File: src/rtl/uart_pkg.sv
// Shared types and helpers for the parametrised UART transceiver.
// Latency: n/a (types, constants and a constant function only).
// Backpressure: n/a.
package uart_pkg;

   typedef enum logic [1:0] {
      PAR_NONE = 2'd0,
      PAR_EVEN = 2'd1,
      PAR_ODD  = 2'd2
   } parity_e;

   typedef enum logic [2:0] {
      TX_IDLE,
      TX_START,
      TX_DATA,
      TX_PARITY,
      TX_STOP
   } tx_state_e;

   // RX_WAIT_HIGH parks the receiver after a framing error until the line idles high.
   typedef enum logic [2:0] {
      RX_IDLE,
      RX_START,
      RX_DATA,
      RX_PARITY,
      RX_STOP,
      RX_WAIT_HIGH
   } rx_state_e;

   // Total bits on the wire for one frame: start + data + optional parity + stops.
   function automatic int unsigned frame_bits(input int unsigned dw,
                                              input int unsigned pm,
                                              input int unsigned sb);
      return 1 + dw + ((pm != 0) ? 1 : 0) + sb;
   endfunction

endpackage

File: src/rtl/uart_bit_timer.sv
// Bit-period counter with restart, a mid-bit strobe and an end-of-bit strobe.
// Latency: restart takes effect on the next clock; strobes are combinational from the count.
// Backpressure: none; counts whenever run is high.
module uart_bit_timer #(
   parameter int CLKS_PER_BIT = 8
) (
   input  logic clk,
   input  logic reset,
   input  logic restart,
   input  logic run,
   output logic mid_stb,
   output logic end_stb
);

   localparam int CW = (CLKS_PER_BIT > 1) ? $clog2(CLKS_PER_BIT) : 1;

   logic [CW-1:0] cnt_q, cnt_d;

   assign end_stb = run && (cnt_q == CW'(CLKS_PER_BIT - 1));
   assign mid_stb = run && (cnt_q == CW'(CLKS_PER_BIT / 2 - 1));

   // Next count: restart wins, otherwise wrap at the end of each bit period.
   always_comb begin
      cnt_d = cnt_q;
      if (restart) begin
         cnt_d = '0;
      end else if (run) begin
         cnt_d = end_stb ? '0 : cnt_q + CW'(1);
      end
   end

   // Count register.
   always_ff @(posedge clk or negedge reset) begin
      if (!reset) begin
         cnt_q <= '0;
      end else begin
         cnt_q <= cnt_d;
      end
   end

endmodule

File: src/rtl/uart_transceiver_param.sv
// Full-duplex UART with configurable width, parity, stop bits and internal loopback.
// Latency: Tx line starts the clock after accept; Rx result appears SYNC_STAGES+1 clocks after the stop mid-bit on the line.
// Backpressure: Tx accepts only while o_busy is low; Rx holds data_is_valid until rx_ready, flagging overrun otherwise.
module uart_transceiver_param
   import uart_pkg::*;
#(
   parameter int DATA_WIDTH   = 8,
   parameter int PARITY_MODE  = 1,
   parameter int STOP_BITS    = 1,
   parameter int CLKS_PER_BIT = 8,
   parameter int SYNC_STAGES  = 3
) (
   input  logic                  clk,
   input  logic                  reset,
   input  logic                  enable,
   input  logic [DATA_WIDTH-1:0] i_data,
   output logic                  o_busy,
   output logic                  serial_out,
   input  logic                  serial_in,
   input  logic                  loopback,
   input  logic                  rx_ready,
   output logic [DATA_WIDTH-1:0] received_data,
   output logic                  data_is_valid,
   output logic                  rx_error,
   output logic                  frame_error,
   output logic                  overrun
);

   localparam parity_e PMODE = parity_e'(PARITY_MODE);
   localparam int NBITS      = frame_bits(DATA_WIDTH, PARITY_MODE, STOP_BITS);
   localparam int IW         = $clog2(NBITS + 1);

   // ---------------- Tx ----------------
   tx_state_e             tx_state_q, tx_state_d;
   logic [DATA_WIDTH-1:0] tx_shift_q, tx_shift_d;
   logic                  tx_par_q, tx_par_d;
   logic [IW-1:0]         tx_idx_q, tx_idx_d;
   logic                  serial_out_q, serial_out_d;
   logic                  tx_restart, tx_end, tx_mid_unused;
   logic                  i_par;

   assign i_par = (PMODE == PAR_ODD) ? ~(^i_data) : ^i_data;

   uart_bit_timer #(.CLKS_PER_BIT(CLKS_PER_BIT)) u_tx_timer (
      .clk     (clk),
      .reset   (reset),
      .restart (tx_restart),
      .run     (tx_state_q != TX_IDLE),
      .mid_stb (tx_mid_unused),
      .end_stb (tx_end)
   );

   // Tx next-state: serial_out_d is the level for the bit that starts after this edge.
   always_comb begin
      tx_state_d   = tx_state_q;
      tx_shift_d   = tx_shift_q;
      tx_par_d     = tx_par_q;
      tx_idx_d     = tx_idx_q;
      serial_out_d = serial_out_q;
      tx_restart   = 1'b0;
      case (tx_state_q)
         TX_IDLE: begin
            serial_out_d = 1'b1;
            if (enable) begin
               tx_shift_d   = i_data;
               tx_par_d     = i_par;
               tx_restart   = 1'b1;
               serial_out_d = 1'b0;
               tx_state_d   = TX_START;
            end
         end
         TX_START: begin
            if (tx_end) begin
               tx_state_d   = TX_DATA;
               tx_idx_d     = '0;
               serial_out_d = tx_shift_q[0];
            end
         end
         TX_DATA: begin
            if (tx_end) begin
               tx_shift_d = tx_shift_q >> 1;
               if (tx_idx_q == IW'(DATA_WIDTH - 1)) begin
                  tx_idx_d = '0;
                  if (PMODE == PAR_NONE) begin
                     tx_state_d   = TX_STOP;
                     serial_out_d = 1'b1;
                  end else begin
                     tx_state_d   = TX_PARITY;
                     serial_out_d = tx_par_q;
                  end
               end else begin
                  tx_idx_d     = tx_idx_q + IW'(1);
                  serial_out_d = tx_shift_q[1];
               end
            end
         end
         TX_PARITY: begin
            if (tx_end) begin
               tx_state_d   = TX_STOP;
               tx_idx_d     = '0;
               serial_out_d = 1'b1;
            end
         end
         TX_STOP: begin
            if (tx_end) begin
               serial_out_d = 1'b1;
               if (tx_idx_q == IW'(STOP_BITS - 1)) begin
                  tx_state_d = TX_IDLE;
               end else begin
                  tx_idx_d = tx_idx_q + IW'(1);
               end
            end
         end
         default: begin
            tx_state_d   = TX_IDLE;
            serial_out_d = 1'b1;
         end
      endcase
   end

   // Tx state and line registers; reset drives the line idle high.
   always_ff @(posedge clk or negedge reset) begin
      if (!reset) begin
         tx_state_q   <= TX_IDLE;
         tx_shift_q   <= '0;
         tx_par_q     <= 1'b0;
         tx_idx_q     <= '0;
         serial_out_q <= 1'b1;
      end else begin
         tx_state_q   <= tx_state_d;
         tx_shift_q   <= tx_shift_d;
         tx_par_q     <= tx_par_d;
         tx_idx_q     <= tx_idx_d;
         serial_out_q <= serial_out_d;
      end
   end

   assign serial_out = serial_out_q;
   assign o_busy     = (tx_state_q != TX_IDLE);

   // ---------------- Rx ----------------
   logic                   rx_line, rx_s;
   logic [SYNC_STAGES-1:0] sync_q, sync_d;
   rx_state_e              rx_state_q, rx_state_d;
   logic [DATA_WIDTH-1:0]  rx_shift_q, rx_shift_d;
   logic                   rx_par_q, rx_par_d;
   logic [IW-1:0]          rx_idx_q, rx_idx_d;
   logic [DATA_WIDTH-1:0]  rdata_q, rdata_d;
   logic                   dv_q, dv_d;
   logic                   rx_err_q, rx_err_d;
   logic                   frm_err_q, frm_err_d;
   logic                   ovr_q, ovr_d;
   logic                   rx_restart, rx_mid, rx_end_unused, rx_run;
   logic                   par_ok;

   assign rx_line = loopback ? serial_out_q : serial_in;
   assign sync_d  = {sync_q[SYNC_STAGES-2:0], rx_line};
   assign rx_s    = sync_q[SYNC_STAGES-1];
   assign rx_run  = (rx_state_q != RX_IDLE) && (rx_state_q != RX_WAIT_HIGH);

   always_comb begin
      case (PMODE)
         PAR_EVEN: par_ok = ((^rx_shift_q) ^ rx_par_q) == 1'b0;
         PAR_ODD:  par_ok = ((^rx_shift_q) ^ rx_par_q) == 1'b1;
         default:  par_ok = 1'b1;
      endcase
   end

   uart_bit_timer #(.CLKS_PER_BIT(CLKS_PER_BIT)) u_rx_timer (
      .clk     (clk),
      .reset   (reset),
      .restart (rx_restart),
      .run     (rx_run),
      .mid_stb (rx_mid),
      .end_stb (rx_end_unused)
   );

   // Rx next-state: mid-bit sampling, completion checks and the valid/ready hold.
   always_comb begin
      rx_state_d = rx_state_q;
      rx_shift_d = rx_shift_q;
      rx_par_d   = rx_par_q;
      rx_idx_d   = rx_idx_q;
      rdata_d    = rdata_q;
      dv_d       = dv_q;
      rx_err_d   = 1'b0;
      frm_err_d  = 1'b0;
      ovr_d      = 1'b0;
      rx_restart = 1'b0;
      if (dv_q && rx_ready) begin
         dv_d = 1'b0;
      end
      case (rx_state_q)
         RX_IDLE: begin
            // Idle is only entered with the line high, so a low level here is a falling edge.
            if (!rx_s) begin
               rx_restart = 1'b1;
               rx_state_d = RX_START;
            end
         end
         RX_START: begin
            if (rx_mid) begin
               if (rx_s) begin
                  rx_state_d = RX_IDLE;
               end else begin
                  rx_state_d = RX_DATA;
                  rx_idx_d   = '0;
               end
            end
         end
         RX_DATA: begin
            if (rx_mid) begin
               rx_shift_d = {rx_s, rx_shift_q[DATA_WIDTH-1:1]};
               if (rx_idx_q == IW'(DATA_WIDTH - 1)) begin
                  rx_state_d = (PMODE == PAR_NONE) ? RX_STOP : RX_PARITY;
               end else begin
                  rx_idx_d = rx_idx_q + IW'(1);
               end
            end
         end
         RX_PARITY: begin
            if (rx_mid) begin
               rx_par_d   = rx_s;
               rx_state_d = RX_STOP;
            end
         end
         RX_STOP: begin
            if (rx_mid) begin
               if (!rx_s) begin
                  frm_err_d  = 1'b1;
                  rx_state_d = RX_WAIT_HIGH;
               end else begin
                  rx_state_d = RX_IDLE;
                  if (!par_ok) begin
                     rx_err_d = 1'b1;
                  end else if (!dv_q || rx_ready) begin
                     rdata_d = rx_shift_q;
                     dv_d    = 1'b1;
                  end else begin
                     ovr_d = 1'b1;
                  end
               end
            end
         end
         RX_WAIT_HIGH: begin
            if (rx_s) begin
               rx_state_d = RX_IDLE;
            end
         end
         default: rx_state_d = RX_IDLE;
      endcase
   end

   // Rx registers, including the synchroniser which resets to the idle-high level.
   always_ff @(posedge clk or negedge reset) begin
      if (!reset) begin
         sync_q     <= '1;
         rx_state_q <= RX_IDLE;
         rx_shift_q <= '0;
         rx_par_q   <= 1'b0;
         rx_idx_q   <= '0;
         rdata_q    <= '0;
         dv_q       <= 1'b0;
         rx_err_q   <= 1'b0;
         frm_err_q  <= 1'b0;
         ovr_q      <= 1'b0;
      end else begin
         sync_q     <= sync_d;
         rx_state_q <= rx_state_d;
         rx_shift_q <= rx_shift_d;
         rx_par_q   <= rx_par_d;
         rx_idx_q   <= rx_idx_d;
         rdata_q    <= rdata_d;
         dv_q       <= dv_d;
         rx_err_q   <= rx_err_d;
         frm_err_q  <= frm_err_d;
         ovr_q      <= ovr_d;
      end
   end

   assign received_data = rdata_q;
   assign data_is_valid = dv_q;
   assign rx_error      = rx_err_q;
   assign frame_error   = frm_err_q;
   assign overrun       = ovr_q;

endmodule

File: config.mk
export PLATFORM = sky130hd
export DESIGN_NAME = uart_transceiver_param
export DESIGN_NICKNAME = d
export VERILOG_FILES = /design/src/rtl/uart_pkg.sv /design/src/rtl/uart_bit_timer.sv /design/src/rtl/uart_transceiver_param.sv
export SDC_FILE = /design/constraint.sdc
export NUM_CORES = 1
export LEC_CHECK = 0
export ABC_AREA = 1
export CORE_MARGIN = 5
export CORE_UTILIZATION = 45
export DETAILED_ROUTE_END_ITERATION = 8
export PLACE_DENSITY = 0.76
export SLEW_MARGIN = 20
export SYNTH_ARGS = -nofsm -noshare
export SYNTH_HDL_FRONTEND = slang
export SYNTH_SLANG_ARGS = --single-unit
File: constraint.sdc
create_clock -name clk -period 1.8 [get_ports clk]
set_input_delay 0.27 -clock clk [delete_from_list [all_inputs] [get_ports clk]]
set_output_delay 0.27 -clock clk [all_outputs]
set_load 0.01 [all_outputs]
======== Yosys cells after proc, flatten, opt, wreduce, memory -nomap -nowiden ========
Index checks and enable logic that the tools add are counted.
storage, ports and cells
  bits in registers ....................... 54
  bits of input ports ..................... 14
cells by class
  eq/ne operators ......................... 34
  bitwise logic cells ..................... 2
  add/sub/neg operators ................... 4
  multiplexer cells ....................... 66
  reductions and logical operators ........ 31
operators with widths
  cell                                                                    number
  3-bit 2-to-1 mux                                                        21
  4-bit 2-to-1 mux                                                        9
  1-bit 2-to-1 mux                                                        27
  2-bit != test (second input constant)                                   13
  3-bit one-hot mux with 6 select lines                                   1
  8-bit 2-to-1 mux                                                        2
  8-bit one-hot mux with 2 select lines                                   1
  8-bit parity                                                            2
  3-bit by 2-bit equality test with 1-bit output (second input constant)  5
  3-bit equality test (second input constant)                             5
  3-bit one-hot mux with 5 select lines                                   1
  5-bit AND reduction                                                     3
  7-bit AND reduction                                                     2
  2-bit by 1-bit != test with 1-bit output (second input constant)        6
  4-bit one-hot mux with 3 select lines                                   1
  3-bit nonzero test                                                      3
  4-bit by 1-bit adder with 4-bit output (second input constant)          2
  4-bit by 3-bit equality test with 1-bit output (second input constant)  2
  4-bit one-hot mux with 2 select lines                                   1
  2-bit nonzero test                                                      4
  3-bit by 1-bit adder with 3-bit output (second input constant)          2
  3-bit by 1-bit equality test with 1-bit output (second input constant)  2
  3-bit logical NOT                                                       2
  2-bit AND reduction                                                     3
  other kinds (11)                                                        17

======== Longest topological paths before layout ========
Gate-level depths: netlist of the first run.
  depth in word-level cells ............... 7
  mapped depth ............................ 11
  gate-level depth less buffers ........... 11

======== Cells and area by module ========
Synthesis of the first run repeated with hierarchy kept, for this count alone.
second synthesis, totals
  cell total of the unflattened synthesis .. 361
  area total of the unflattened synthesis .. 2960.3 um2
by module, submodules not included
  module                  sequential area each (um2)  times used  cells each  area an instance (um2)
  uart_transceiver_param  1206.2                      1           309         2577.5
  uart_bit_timer          75.1                        2           26          191.4

======== Worst setup path after synthesis of the first run ========
No wires, ideal clock.
  path kind ............................... reg-to-reg
  start ................................... register u_rx_timer.cnt_q[0]
  end ..................................... register rx_shift_q[0]
  setup slack ............................. 354 ps
  period minus slack after synthesis ...... 1446 ps
  library setup time ...................... 131 ps
  cell stages (with the launch flop) ...... 6
  data arrival time ....................... 1315 ps
  path buffers ............................ 1
  cells stage by stage .................... dfrtp_1 > ha_1 > ha_1 > nand2_1 > clkbuf_1 > o21ai_0
between the ends
  longest elaborated chain between the ends .. 3
ends and longest elaborated chain
  element                                         line                           text
  start, declared                                 uart_bit_timer.sv:17           logic [CW-1:0] cnt_q, cnt_d;
  start signal, assigned                          uart_bit_timer.sv:37           cnt_q <= cnt_d;
  3-bit by 2-bit equality test with 1-bit output  uart_bit_timer.sv:20           assign mid_stb = run && (cnt_q == CW'(CLKS_PER_BIT / 2 - 1));
  1-bit logical AND                               uart_bit_timer.sv:20
  2-bit AND reduction (no line)                   -
  end signal, assigned                            uart_transceiver_param.sv:270  rx_shift_q <= rx_shift_d;
  end, declared                                   uart_transceiver_param.sv:145  logic [DATA_WIDTH-1:0] rx_shift_q, rx_shift_d;
Every way passes these cells.
A chain may end at the register's enable or synchronous reset.

======== Worst setup path after layout of the first run ========
  start ................................... register tx_state_q[2]
  end ..................................... output o_busy
between the ends
  longest elaborated chain between the ends .. 1
ends and longest elaborated chain
  element                 line                           text
  start, declared         uart_transceiver_param.sv:34   tx_state_e tx_state_q, tx_state_d;
  start signal, assigned  uart_transceiver_param.sv:130  tx_state_q <= tx_state_d;
  3-bit nonzero test      uart_transceiver_param.sv:139  assign o_busy = (tx_state_q != TX_IDLE);
  end, declared           uart_transceiver_param.sv:17   output logic o_busy,
Every way passes these cells.

==> results by group, run 1 <==
Setup path
  – CP max FO: 6
  – Critical path class: reg -> out
  – Arr. time, crit path: 1.43 ns
  – Startpoint types: flop
  – Worst Path Required: 1.53 ns
  – R2R setup slack: 0.20 ns
  – Setup crit end kind: output pin

Power and ir drop
  – Combinational power share: 42.5%
  – PwrDens: 1420 mW/mm²
  – Leak: 1.57 nW
  – Psw: 1.90 mW
  – Flop pwr share: 39.6%
  – Switching Fraction: 40.6%
  – Int Pwr: 2.78 mW
  – Worst vdd ir: 978 µV
  – Power share of the clock group: 17.9%
  – Tot Pwr: 4.68 mW

Synthesis
  – Synthesized flop and latch total: 54
  – Yosys warns: 0
  – Cell variety after synth: 36
  – Asr flop ratio synth: 100%
  – Post-Syn Nets: 360
  – Number of flops mapped to enable cells by yosys: 0
  – Register area share after synthesis: 48.3%
  – Post-Syn Area: 0.00281 mm²
  – Avg Cell Area, Syn: 8.31 µm²
  – Top_reg_cell synth: dfrtp_1
  – Number of cells produced by synthesis: 338

Detailed routing
  – Vias: 2212
  – Initial DRC Count: 84
  – WL per Instance: 11.5 µm
  – DR vias/cell: 4.95
  – Number of iterations in the first detailed-routing pass: 4
  – # DRC: 0
  – Remaining antenna violation count: 0
  – Wirelength, routed: 5130 µm

STA
  – Headroom to the max-slew limit: 67.7%
  – Final Setup Violations: 0
  – Worst slew pin tran: 0.484 ns
  – Final Critical Period: 1.70 ns
  – Clock skew: 0.0146 ns
  – Final worst slack: 0.105 ns
  – Fmax achieved: 590 MHz
  – Worst hold margin: 0.358 ns
  – Final Max Slew Viols: 0
  – Hold Fails Final Rpt: 0
  – Period utilization: 94.2%
  – RSZ-0062 raised after global routing: no
  – Fin Setup TNS: 0 ns

Finish
  – Most common cell after layout, fill and taps aside: nand2_1
  – Share of layout cells above drive strength 1: 11.0%
  – Most frequent cells in the layout: nand2_1, dfrtp_1, inv_1
  – P&R area growth vs syn: 17.1%
  – # nets final: 394
  – N_diodes: 0

Placed design
  – Worst slack, placed: 0.177 ns
  – IO buf count: 27
  – Gp weighted congestion: 0.840
  – HPWL after DPL: 3930 µm

Clocking
  – Setup repair bufs after CTS: 0
  – CTS clk-pin slew, worst paths: 0.09 ns
  – H-tree levels: 2
  – Root buffer cell: clkbuf_8
  – Num CTS Buffers: 5
  – Worst-Skew Late Latency: 0.31 ns
  – Clock sink count: 54
  – Maximum root-to-sink buffer count: 2
  – CTS tree: done

Die
  – Core area: 0.00599 mm²
  – Row Count: 28
  – Die Wd: 89.0 µm
  – Die Height: 89.0 µm
  – Die Area: 0.00793 mm²
  – Initial Util: 46.9%
  – I/O Pins: 28

Global route
  – Tot GR Track Use: 15.0%
  – Largest net degree at the start of global routing: 25
  – First-pass GRT wire length: 9340 µm
  – Initial antenna violation count: 0
  – Total congestion overflow: 0
  – Number of global-route vias before repair: 2212

Outcome
  – Status: finished clean

Run
  – Maxcap violations: 0

Worst hold path
  – Hold/Removal Path Class: reg -> reg
-- routing by layer --
layer	part of all wire, %	vias up	wire [µm]	GRT usage, %
li1	-	1153	-	-
met1	46	1006	2350	18.1
met2	47	45	2410	25.6
met3	5.5	8	281	3.04
met4	1.8	0	92	7.04
met5	0	-	0	0
-- layout make-up --
class / instances / area [µm²]
Multi-Input combinational cell: 230 / 1240
Sequential cell: 54 / 1360
Clock buffer: 6 / 82.6
Clock inverter: 1 / 30.0
Fill cell: 545 / 2700
Tap cell: 75 / 93.8
Inverter: 49 / 184
Timing Repair Buffer: 32 / 304
-- through the flow --
stage,utilization (%),cells,cell area (µm²)
6_report,54.9,447,3290
3_3_place_gp,52.9,439,3170
3_5_place_dp,52.9,439,3170
2_1_floorplan,-,338,2810
5_1_grt,54.9,447,3290
4_1_cts,54.9,447,3290
-- critical path, stage by stage, from the launching register on --
cell           delay [ns]
dfrtp_1              0.43
inv_2                0.10
nand2_4              0.09
nor2_4               0.12
inv_2                0.08
dlygate4sd2_1        0.29
-- repair_timing --
item	CTS	global route
pin swaps	0	0
hold endpoints to repair	17	0
cloned	0	0
resized for setup	1	2
hold buffers	1	0
endpoints found under the setup margin	1	2
-- state kept, by name (all words and copies together), names as in the netlist, 3 cells and up --
signal	cells
received_data	8
rx_idx_q	4
rx_shift_q	8
rx_state_q	3
sync_q	3
tx_idx_q	4
tx_shift_q	8
tx_state_q	3
u_rx_timer.cnt_q	3
u_tx_timer.cnt_q	3
-- cell families after synthesis --
group / Yosys count / synth area share, %
simple gates: 157 / 26.3
compound gates: 55 / 11.0
buf+inv: 54 / 7.66
flops: 54 / 48.3
xor+xnor: 8 / 2.49
fa+ha+maj: 8 / 3.56
mux: 2 / 0.757
-- power by group through the flow --
| stage | clock network (mW) | registers (mW) | logic, mW |
|---|---|---|---|
| global placement | 0 | 1.86 | 1.95 |
| floorplan | 0 | 1.82 | 1.58 |
| finish | 0.837 | 1.86 | 1.99 |
| global route | 0.900 | 1.91 | 2.33 |
| detailed placement | 0 | 1.88 | 2.01 |
| CTS | 0.859 | 1.85 | 2.02 |
-- synth_stat cells (3+ instances only) --
| library cell | n | share of area (%) |
|---|---|---|
| inv_2 | 6 | 0.80 |
| nor2_4 | 3 | 1.2 |
| inv_1 | 43 | 5.7 |
| nor2_1 | 17 | 2.3 |
| dfstp_2 | 4 | 3.7 |
| o21ai_0 | 29 | 5.2 |
| nor3_1 | 3 | 0.53 |
| nand4_1 | 8 | 1.8 |
| xnor2_1 | 6 | 1.9 |
| nand3_1 | 15 | 2.7 |
| o211ai_1 | 7 | 1.9 |
| dfrtp_1 | 50 | 45 |
| ha_1 | 8 | 3.6 |
| nand2_1 | 97 | 13 |
| o22ai_1 | 3 | 0.67 |
| nand2_2 | 4 | 0.89 |
| a21oi_1 | 12 | 2.1 |
-- path summary, 6_finish.rpt --
| kind | startpoint | endpoint | cells after the start |
|---|---|---|---|
| worst min-delay path | sync_q[1] | sync_q[2] | 0 |
| worst min register to register | sync_q[1] | sync_q[2] | 0 |
| worst max-delay path | tx_state_q[2] | o_busy | 5 |
| max in group asynchronous | reset | rx_shift_q[3] | 3 |
| worst max register to register | u_rx_timer.cnt_q[0] | received_data[0] | 7 |
| min in group asynchronous | reset | rx_idx_q[3] | 2 |
Note: power is estimated with default switching activity, not from simulation.
==> run 2: changes to the inputs <==
--- a/config.mk
+++ b/config.mk
@@ -8,7 +8,9 @@
 export ABC_AREA = 1
 export CORE_MARGIN = 5
 export CORE_UTILIZATION = 45
+export CTS_BUF_LIST = sky130_fd_sc_hd__clkbuf_8 sky130_fd_sc_hd__clkbuf_16
 export DETAILED_ROUTE_END_ITERATION = 8
+export MAX_ROUTING_LAYER = met4
 export PLACE_DENSITY = 0.76
 export SLEW_MARGIN = 20
 export SYNTH_ARGS = -nofsm -noshare
==> run 2 against run 1 <==
  * Register-to-register slack about the same
  * Core utilization unchanged
  * Wire length increased by 0.16%
  * Die area unchanged
  * Hold slack about the same
  * Clock skew about the same
  * Cell count unchanged
  * Sequential share of layout area unchanged
  * Sequential cell count unchanged
  * Critical path type unchanged
==> results by group, run 2 (synthesis gave the netlist of run 1 again) <==
Placed design
  – HPWL after DPL: 3930 µm
  – Gp weighted congestion: 0.853
  – Worst slack, placed: 0.177 ns
  – IO buf count: 27

Global route
  – Number of global-route vias before repair: 2213
  – Initial antenna violation count: 0
  – First-pass GRT wire length: 9350 µm
  – Total congestion overflow: 0
  – Tot GR Track Use: 15.5%
  – Largest net degree at the start of global routing: 25

Finish
  – Share of layout cells above drive strength 1: 11.0%
  – P&R area growth vs syn: 17.1%
  – # nets final: 394
  – Most frequent cells in the layout: nand2_1, dfrtp_1, inv_1
  – Most common cell after layout, fill and taps aside: nand2_1
  – N_diodes: 0

Setup path
  – Startpoint types: flop
  – Crit path capture: o_busy
  – R2R Path End: received_data[0]
  – Worst Path Required: 1.53 ns
  – R2R cell count: 7
  – R2R setup slack: 0.19 ns
  – CP max FO: 6
  – Setup crit end kind: output pin
  – Reg-to-reg startpoint: u_rx_timer.cnt_q[0]
  – Critical path class: reg -> out
  – Arr. time, crit path: 1.43 ns
  – CP Launch Point: tx_state_q[2]

STA
  – Hold Fails Final Rpt: 0
  – Final Setup Violations: 0
  – Headroom to the max-slew limit: 67.8%
  – Clock skew: 0.0145 ns
  – Period utilization: 94.3%
  – Final worst slack: 0.102 ns
  – Final Max Slew Viols: 0
  – RSZ-0062 raised after global routing: no
  – Worst slew pin tran: 0.483 ns
  – Fin Setup TNS: 0 ns
  – Fmax achieved: 589 MHz
  – Final Critical Period: 1.70 ns

Die
  – Initial Util: 46.9%
  – Die Area: 0.00793 mm²
  – I/O Pins: 28
  – Die Wd: 89.0 µm
  – Die Height: 89.0 µm
  – Core area: 0.00599 mm²
  – Row Count: 28

Detailed routing
  – # DRC: 0
  – Number of iterations in the first detailed-routing pass: 4
  – Remaining antenna violation count: 0
  – DR vias/cell: 4.96
  – Vias: 2215
  – Initial DRC Count: 73
  – Wirelength, routed: 5140 µm
  – WL per Instance: 11.5 µm

Clocking
  – Num CTS Buffers: 5
  – Maximum root-to-sink buffer count: 2
  – Root buffer cell: clkbuf_8
  – CTS tree: done
  – Clock sink count: 54
  – CTS clk-pin slew, worst paths: 0.09 ns
  – Worst-Skew Late Latency: 0.31 ns
  – H-tree levels: 2

Power and ir drop
  – Tot Pwr: 4.68 mW
  – Leak: 1.57 nW
  – PwrDens: 1420 mW/mm²
  – Worst vdd ir: 979 µV

Run
  – Maxcap violations: 0

Outcome
  – Status: finished clean

Worst hold path
  – Hold/Removal Path Class: reg -> reg
[run 2: per-stage QoR]
step           instance area [µm²]  utilization (%)  hold slack (ns)  instances
2_1_floorplan                 2810                -          -0.0256        338
3_3_place_gp                  3170             52.9            0.257        439
4_1_cts                       3290             54.9            0.359        447
6_report                      3290             54.9            0.358        447
3_5_place_dp                  3170             52.9            0.260        439
5_1_grt                       3290             54.9            0.364        447
[run 2: worst min path at each step]
stage,depth (start not counted),startpoint,to
after global routing,0,sync_q[1],sync_q[2]
after floorplan,0,reset,data_is_valid
after CTS,0,sync_q[1],sync_q[2]
after global placement,1,reset,rx_idx_q[3]
final,0,sync_q[1],sync_q[2]
after detailed placement,1,reset,rx_idx_q[3]
[run 2: timing repair]
item	in CTS	in global routing
endpoints found under the hold margin	17	0
setup endpoints to repair	1	2
hold buffers	1	0
gates resized for setup	1	2
buffers inserted	0	0
[run 2: cell type report]
| type | instances | area (µm²) |
|---|---|---|
| Fill cell | 545 | 2700 |
| Sequential cell | 54 | 1360 |
| Multi-Input combinational cell | 230 | 1240 |
| Timing Repair Buffer | 32 | 304 |
| Inverter | 49 | 184 |
| Tap cell | 75 | 93.8 |
| Clock buffer | 6 | 82.6 |
| Clock inverter | 1 | 30.0 |
[run 2: worst max-delay path: stages (launching register included)]
cell,delay [ns]
dfrtp_1,0.43
inv_2,0.10
nand2_4,0.09
nor2_4,0.12
inv_2,0.09
dlygate4sd2_1,0.29
[run 2: power breakdown]
part	switching, mW	internal, mW
combinational	1.24	0.750
sequential	0.269	1.59
clock	0.389	0.446
[run 2: metal layers]
metal / vias up / global-route usage (%) / part of all wire (%)
met2: 39 / 25.6 / 47
met1: 1012 / 18.2 / 46
met5: - / - / 0
li1: 1154 / - / -
met4: 0 / 7.04 / 2.5
met3: 10 / 3.04 / 4.7
